**src/rtl/pipe_ctrl.sv**
```systemverilog
// ---------------------------------------------------------------------------
// pipe_ctrl : 5-stage pipeline hazard/flush/freeze controller with 2-entry
//             write scoreboard and saturating stall/flush event counters.
// Revision  : 1.0
// ---------------------------------------------------------------------------
`default_nettype none

module pipe_ctrl (
    input  logic        clk,
    input  logic        rst,
    input  logic        id_valid,
    input  logic [3:0]  id_rs1,
    input  logic [3:0]  id_rs2,
    input  logic        id_rs1_used,
    input  logic        id_rs2_used,
    input  logic [3:0]  id_rd,
    input  logic        id_wr_en,
    input  logic        ex_jump_taken,
    input  logic        mem_busy,
    output logic        pc_en,
    output logic        if_id_en,
    output logic        ex_mem_en,
    output logic        mem_wb_en,
    output logic        if_id_flush,
    output logic        id_ex_flush,
    output logic [1:0]  ctrl_state,
    output logic [15:0] stall_cnt,
    output logic [15:0] flush_cnt
);

    typedef enum logic [1:0] {
        ST_RUN   = 2'd0,
        ST_HAZ   = 2'd1,
        ST_FLUSH = 2'd2,
        ST_WAIT  = 2'd3
    } state_t;

    localparam logic [15:0] C_CNT_MAX = 16'hFFFF;

    logic        r_ex_vld;
    logic [3:0]  r_ex_rd;
    logic        r_mem_vld;
    logic [3:0]  r_mem_rd;
    logic [15:0] r_stall_cnt;
    logic [15:0] r_flush_cnt;
    state_t      r_state;

    logic        w_hit1;
    logic        w_hit2;
    logic        w_hazard;
    state_t      w_cls;

    // WB needs no entry: the register file forwards a same-cycle write to reads.
    assign w_hit1 = id_rs1_used && ((r_ex_vld  && (id_rs1 == r_ex_rd)) ||
                                    (r_mem_vld && (id_rs1 == r_mem_rd)));
    assign w_hit2 = id_rs2_used && ((r_ex_vld  && (id_rs2 == r_ex_rd)) ||
                                    (r_mem_vld && (id_rs2 == r_mem_rd)));
    assign w_hazard = id_valid && (w_hit1 || w_hit2);

    always_comb begin
        if (mem_busy)           w_cls = ST_WAIT;
        else if (ex_jump_taken) w_cls = ST_FLUSH;
        else if (w_hazard)      w_cls = ST_HAZ;
        else                    w_cls = ST_RUN;
    end

    always_comb begin
        pc_en       = 1'b0;
        if_id_en    = 1'b0;
        ex_mem_en   = 1'b0;
        mem_wb_en   = 1'b0;
        if_id_flush = 1'b0;
        id_ex_flush = 1'b0;
        if (!rst) begin
            case (w_cls)
                ST_RUN: begin
                    pc_en     = 1'b1;
                    if_id_en  = 1'b1;
                    ex_mem_en = 1'b1;
                    mem_wb_en = 1'b1;
                end
                ST_HAZ: begin
                    ex_mem_en   = 1'b1;
                    mem_wb_en   = 1'b1;
                    id_ex_flush = 1'b1;
                end
                ST_FLUSH: begin
                    pc_en       = 1'b1;
                    ex_mem_en   = 1'b1;
                    mem_wb_en   = 1'b1;
                    if_id_flush = 1'b1;
                    id_ex_flush = 1'b1;
                end
                default: ;
            endcase
        end
    end

    always_ff @(posedge clk or posedge rst) begin
        if (rst) begin
            r_ex_vld    <= 1'b0;
            r_ex_rd     <= 4'd0;
            r_mem_vld   <= 1'b0;
            r_mem_rd    <= 4'd0;
            r_stall_cnt <= 16'd0;
            r_flush_cnt <= 16'd0;
            r_state     <= ST_RUN;
        end else begin
            r_state <= w_cls;
            // The frozen pipeline keeps both scoreboard entries in place.
            if (w_cls != ST_WAIT) begin
                r_mem_vld <= r_ex_vld;
                r_mem_rd  <= r_ex_rd;
                if (w_cls == ST_RUN) begin
                    r_ex_vld <= id_valid && id_wr_en;
                    r_ex_rd  <= id_rd;
                end else begin
                    r_ex_vld <= 1'b0;
                end
            end
            if (((w_cls == ST_HAZ) || (w_cls == ST_WAIT)) && (r_stall_cnt != C_CNT_MAX))
                r_stall_cnt <= r_stall_cnt + 16'd1;
            if ((w_cls == ST_FLUSH) && (r_flush_cnt != C_CNT_MAX))
                r_flush_cnt <= r_flush_cnt + 16'd1;
        end
    end

    assign ctrl_state = r_state;
    assign stall_cnt  = r_stall_cnt;
    assign flush_cnt  = r_flush_cnt;

endmodule

`default_nettype wire

```
**config.mk**
```make
export PLATFORM = sky130hd
export DESIGN_NAME = pipe_ctrl
export DESIGN_NICKNAME = d
export VERILOG_FILES = /design/src/rtl/pipe_ctrl.sv
export SDC_FILE = /design/constraint.sdc
export NUM_CORES = 1
export LEC_CHECK = 0
export ABC_AREA = 1
export BUFFER_PORTS_ARGS = -buffer_cell sky130_fd_sc_hd__clkbuf_2
export CAP_MARGIN = 20
export CORE_MARGIN = 2
export CORE_UTILIZATION = 35
export CTS_CLUSTER_DIAMETER = 40
export DETAILED_ROUTE_END_ITERATION = 16
export PLACE_DENSITY = 0.63
export SLEW_MARGIN = 30
export SYNTH_ARGS = -nofsm -noshare
export SYNTH_HDL_FRONTEND = slang
export SYNTH_SLANG_ARGS = --single-unit
```
**constraint.sdc**
```tcl
create_clock -name clk -period 3 [get_ports clk]
set_input_delay 0.45 -clock clk [delete_from_list [all_inputs] [get_ports clk]]
set_output_delay 0.45 -clock clk [all_outputs]
set_load 0.005 [all_outputs]
```
==> results of run 1 <==
[sequential cells by signal, summed over array words and instances, names as in the netlist]
register    flops
ctrl_state      2
flush_cnt      16
r_ex_rd         4
r_ex_vld        1
r_mem_vld       1
stall_cnt      16
r_mem_rd        4
[per-stage QoR]
step,hold WS [ps],power [mW],instance area [um^2],util,instances
after floorplan,472,0.998,2690,-,355
after global routing,272,1.59,3130,0.425,514
final,216,1.48,3130,0.425,514
after detailed placement,515,1.14,3050,0.414,507
after global placement,514,1.13,3050,0.414,507
after CTS,226,1.51,3130,0.425,514
[cells by family after synthesis]
logic type               synth area share
buffers and inverters              0.0813
AND/OR/NAND/NOR                     0.381
XOR/XNOR                           0.0878
adder cells (fa/ha/maj)            0.0186
AO/OA/AOI/OAI                      0.0228
flip-flops                          0.409
[per-layer routing]
metal | part of all wire | track usage | up-vias
met1 | 0.47 | 0.200 | 1082
met2 | 0.48 | 0.248 | 34
li1 | - | - | 1236
met4 | 0.013 | 0.0485 | 0
met5 | 0 | 0 | -
met3 | 0.036 | 0.0304 | 7
[worst min path at each step]
stage              endpoint  slack, ps  cells after the start
2_1_floorplan     r_mem_vld        470                      2
3_3_place_gp      r_mem_vld        510                      2
3_5_place_dp      r_mem_vld        510                      2
4_1_cts        flush_cnt[3]        230                      2
5_1_grt        flush_cnt[3]        270                      2
6_report       flush_cnt[4]        220                      2
[final cells by class]
cell class / count / share of cell area
Sequential cell: 44 / 0.352
Tap cell: 99 / 0.0396
Clock inverter: 1 / 0.00160
Clock buffer: 6 / 0.0232
Timing Repair Buffer: 60 / 0.0967
Multi-Input combinational cell: 264 / 0.439
Inverter: 40 / 0.0487
[power groups by stage]
| stage | logic, mW | registers, mW | clock network, mW |
|---|---|---|---|
| after global placement | 0.331 | 0.802 | 0 |
| after floorplan | 0.217 | 0.782 | 0 |
| after CTS | 0.338 | 0.794 | 0.373 |
| after global routing | 0.380 | 0.811 | 0.394 |
| final | 0.329 | 0.794 | 0.358 |
| after detailed placement | 0.336 | 0.806 | 0 |
[cell usage in the layout (no fill, tap or decap)]
| cell | instances |
|---|---|
| nor2_2 | 2 |
| nand2_8 | 1 |
| dfrtp_1 | 44 |
| clkinv_1 | 1 |
| nor4_1 | 3 |
| nor3_1 | 7 |
| nand3_2 | 1 |
| a31oi_4 | 1 |
| nand4_1 | 11 |
| buf_4 | 1 |
| nor2_4 | 2 |
| nor2_1 | 35 |
| nand2_1 | 113 |
| clkbuf_1 | 1 |
| inv_4 | 1 |
| xnor2_1 | 14 |
| ha_1 | 4 |
| inv_2 | 8 |
| clkinv_2 | 1 |
| nand2_2 | 12 |
| o21ai_1 | 1 |
| inv_1 | 30 |
| nand3b_1 | 1 |
| nand2_4 | 2 |
| clkbuf_8 | 5 |
| clkbuf_2 | 59 |
| o21ai_0 | 7 |
| nand4_2 | 1 |
| xor2_1 | 13 |
| nand3_1 | 33 |
[worst max-delay path, cell delays in order, from the launching register on]
cell and delay [ps]:
dfrtp_1 420, inv_2 70, nand2_1 70, nand2_1 60, nor2_1 90, nand3_1 80, nand2_1 70, nand2_1 60
nand2_2 80, nand2_4 80, nand2_8 160, inv_1 60, ha_1 270, inv_1 30, nor2_1 70, clkbuf_2 110
==> impl_metrics.json, run 1 <==
{
  "yosysWarnings": 0,
  "synth_edf_count": 0,
  "insertion_delay_ps": 300,
  "drc": 0,
  "drtAntennaViolNets": 0,
  "finalCritPeriodShare": 0.847,
  "wl_per_cell_um": 11.9,
  "switchingPower_uw": 497,
  "area_growth_pct": 16.3,
  "rsz0062_at_grt": "false",
  "endpoint_kind": "output port",
  "antenna_found_initial": 0,
  "hold_path.class": "primary input to asynchronous set/reset pin",
  "setup_viol": 0,
  "grt_pass1_wl_mm": 10.3,
  "tightest_slew_ps": 722,
  "place_congestion": 0.850,
  "clock_sinks": 44,
  "p_clk_frac": 0.242,
  "yosys.cell_types.count": 29,
  "syn_area_per_cell_um2": 7.59,
  "post-route-min-period_ps": 2540,
  "final.setup.worst_slack_ps": 459,
  "grtUsageTotal": 0.151,
  "r2r_cells": 8,
  "ctsResizeCount": 0,
  "yosysMostFrequentCell": "nand2_1",
  "cts.clk_slew.worst_paths_ps": 80,
  "cts_root_buf": "clkbuf_8",
  "core_area_um2": 7370,
  "pin_count": 60,
  "dr.pass1.iters": 4,
  "report.final.hold_viol_count": 0,
  "startpoint": "r_ex_rd[1]",
  "syn-num-nets": 379,
  "netlist.area_leader.share": 0.409,
  "cts_tree": "built",
  "reg2reg_from": "flush_cnt[0]",
  "synth_seq_cells": 44,
  "clock.fmax_mhz": 393,
  "netlist.top_cell.by_area": "dfrtp_1",
  "pwr_density_cell_nw_per_um2": 473,
  "synthTopCellsByCount": "nand2_1, dfrtp_1, nor2_1, nand3_1, inv_1",
  "routed_via_density": 4.59,
  "fp.dieW_um": 91.7,
  "grt_pass1_vias": 2191,
  "syn_inst": 355,
  "status": "finished, final reports clean",
  "regArea_um2": 1100,
  "synthArstFlopShare": 1.00,
  "final.fill_count": 789,
  "fin_nets": 439,
  "grt_overflow": 0,
  "r2r_end": "flush_cnt[6]",
  "comb_power_share": 0.222,
  "final_layout_size_suffix_gt1_frac": 0.234,
  "ff2ff_setup_slack_ps": 1210,
  "syn_area_um2": 2690,
  "fin_skew_ps": 3.87,
  "vias": 2359,
  "dp_slack_ps": 633,
  "die_area_um2": 8410,
  "p_int_uw": 985,
  "max-slew-margin-rel": 0.516,
  "port_buffers": 59,
  "crit_fanout": 24,
  "clockBufferDepth": 2,
  "ys.flop_type": "dfrtp_1",
  "htreeDepth": 2,
  "synth.area.top_cells": "dfrtp_1, nand2_1, nand3_1, nor2_1, xnor2_1",
  "finalSetupTns_ps": 0,
  "cap_violations": 0,
  "first_iter_violations": 88,
  "post_cts_buffers": 0,
  "cp.arrival_ps": 2090,
  "dp_hpwl_mm": 4.73,
  "criticalPathCategory": "flip-flop to output port",
  "ys_seq_area_frac": 0.409,
  "cts.hold.buffers_added": 0,
  "die_y_um": 91.7,
  "drv_slew": 0,
  "critPathRequiredTime_ps": 2550,
  "cp-endpoint": "id_ex_flush",
  "antennaDiodeCount": 0,
  "vdd_drop_max_mv": 0.280,
  "cts_buffers": 5,
  "routed_wl_mm": 6.14,
  "swShare": 0.335,
  "sequentialPowerShare": 0.536,
  "worstSetupStartpointType": "flip-flop",
  "row_count": 31,
  "grt_start_max_net_pins": 26,
  "multi_input_area_um2": 1370,
  "initial_core_util": 0.366,
  "static-leakage-power_nw": 1.64
}
(Power assumes the default switching activity.)
==> inputs of run 2 (changes only) <==
ABC_AREA = 0   (was 1)
PLACE_DENSITY = 0.64   (was 0.63)
clock period = 2.5 ns   (was 3 ns; I/O delays follow)
==> impl_metrics.json, run 2 <==
{
  "status": "finished, violations left",
  "violations": "design-rule violations, negative setup slack",
  "wl_per_cell_um": 13.5,
  "post-route-util": 0.460,
  "synthArstFlopShare": 1.00,
  "antenna_found_initial": 0,
  "htreeDepth": 2,
  "yosys.cell_types.count": 37,
  "cts_buffers": 5,
  "clock.fmax_mhz": 399,
  "post-route-min-period_ps": 2510,
  "worstSetupStartpointType": "flip-flop",
  "grt_start_max_net_pins": 22,
  "mostFrequentLayoutCells": "clkbuf_2, dfrtp_1, xnor2_1",
  "synth_edf_count": 0,
  "vdd_drop_max_mv": 0.536,
  "syn_area_um2": 2340,
  "regArea_um2": 1100,
  "grt_overflow": 0,
  "final.setup.worst_slack_ps": -7.76,
  "die_area_um2": 7360,
  "dp.cells": 350,
  "endpoint_kind": "output port",
  "netlist.top_cell.by_area": "dfrtp_1",
  "route.met2.wl_mm": 2.57,
  "syn_area_per_cell_um2": 11.0,
  "dr.pass1.iters": 12,
  "yosysMostFrequentCell": "dfrtp_1",
  "die_y_um": 85.8,
  "routed_via_density": 4.86,
  "tightest_slew_ps": 416,
  "clockBufferDepth": 2,
  "vias": 1782,
  "synth_seq_cells": 44,
  "grt_pass1_vias": 1756,
  "grtUsageTotal": 0.141,
  "final_layout_size_suffix_gt1_frac": 0.383,
  "holdWs_ps": 112,
  "finalCritPeriodShare": 1.00,
  "area_growth_pct": 26.1,
  "cts.clk_slew.worst_paths_ps": 80,
  "cts_tree": "built",
  "ys_seq_area_frac": 0.470,
  "first_iter_violations": 55,
  "drv_slew": 0,
  "synthTopCellsByCount": "dfrtp_1, xnor2_1, xor2_1, mux2_2, nor2_1",
  "pin_count": 60,
  "synth.area.top_cells": "dfrtp_1, xnor2_1, mux2_2, xor2_1, o21ai_0",
  "yosysWarnings": 0,
  "pwr_density_cell_nw_per_um2": 672,
  "r2r_cells": 9,
  "highest_layer": "met4",
  "insertion_delay_ps": 290,
  "final_common_cell": "clkbuf_2",
  "syn-num-nets": 237,
  "routed_wl_mm": 4.96,
  "report.final.hold_viol_count": 0,
  "dr_wl_met3_um": 166,
  "hold_path.class": "primary input to asynchronous set/reset pin",
  "antennaDiodeCount": 0,
  "cts_root_buf": "clkbuf_8",
  "netlist.area_leader.share": 0.470,
  "max-slew-margin-rel": 0.723,
  "rsz0062_at_grt": "true",
  "port_buffers": 59,
  "static-leakage-power_nw": 1.38,
  "fin_nets": 313,
  "cp.arrival_ps": 2130,
  "critPathRequiredTime_ps": 2120,
  "cap_violations": 0,
  "core_area_um2": 6420,
  "final.fill_count": 611,
  "grt_pass1_wl_mm": 8.21,
  "fp.dieW_um": 85.8,
  "crit_fanout": 3,
  "row_count": 29,
  "criticalPathCategory": "flip-flop to output port",
  "ys.flop_type": "dfrtp_1",
  "syn_inst": 213,
  "place_congestion": 0.817,
  "setup_viol": 2,
  "instances_no_fill": 367,
  "initial_core_util": 0.365,
  "drtAntennaViolNets": 0,
  "drc": 3,
  "met1Wirelength_mm": 2.18,
  "multi_input_area_um2": 1220,
  "dp_hpwl_mm": 3.77,
  "clock_sinks": 44,
  "fin_skew_ps": 5.65
}
[run 2: cell types whose count changed after synthesis, moves of 12 or more]
cell,change
nand2_1,-103
nand3_1,-22
nor2_1,-22
inv_1,-21
mux2_2,+14
nand2_2,-12
[run 2: kinds of logic after synthesis]
group                      share of synthesized area
buffers and inverters                         0.0294
AOI/OAI and AO/OA                             0.0817
adders and majority gates                     0.0214
xor gates and xnor gates                       0.150
DFF                                            0.470
muxes                                         0.0737
and+or+nand+nor                                0.174
[run 2: routing by layer]
metal  vias up  GRT usage
met3         2     0.0337
met5         -          0
met2        28      0.244
li1        894          -
met4         0     0.0447
met1       858      0.175
[run 2: repair_timing]
| item | 4_1_cts | 5_1_grt |
|---|---|---|
| buffers inserted | 6 | 3 |
| hold endpoints to repair | 0 | 0 |
| setup endpoints to repair | 4 | 4 |
| hold buffers | 0 | 0 |
| pin swaps | 14 | 6 |
| gates resized for setup | 5 | 6 |
[run 2: per-stage QoR]
stage	power (mW)	instance area [um^2]	setup slack [ps]	setup TNS [ps]
2_1_floorplan	1.31	2340	123	0
3_3_place_gp	1.52	2750	172	0
3_5_place_dp	1.53	2750	137	0
4_1_cts	2.01	2900	-98.6	-171
5_1_grt	2.13	2950	-141	-445
6_report	1.99	2950	-7.76	-15.0
[run 2: layout make-up]
type / count / area share
clock buffers: 8 / 0.0305
inverters: 10 / 0.0127
multi-input cells: 154 / 0.412
flip-flops and latches: 44 / 0.373
well taps: 77 / 0.0326
repair buffers: 74 / 0.139
[run 2: where the power goes]
group | internal (mW) | switching (mW)
Sequential | 0.845 | 0.167
Clock | 0.225 | 0.219
Combinational | 0.294 | 0.237
[run 2: critical path: stages (launching register included)]
cell and delay [ps]:
dfrtp_1 420, xor2_1 200, nor3_2 50, nand4_1 140, a41oi_4 130, or2_4 270, buf_4 140, buf_6 120
ha_4 150, nor2_4 100, clkbuf_2 120
[run 2: worst paths after layout]
path | from | endpoint | slack (ps)
worst min register to register | flush_cnt[15] | flush_cnt[15] | 490
max in group asynchronous | rst | flush_cnt[15] | 1830
worst min-delay path | rst | stall_cnt[12] | 110
worst max-delay path | r_ex_rd[2] | mem_wb_en | -8
worst max register to register | r_ex_rd[2] | r_ex_rd[0] | 310
min in group clk | id_rd[2] | r_ex_rd[2] | 320
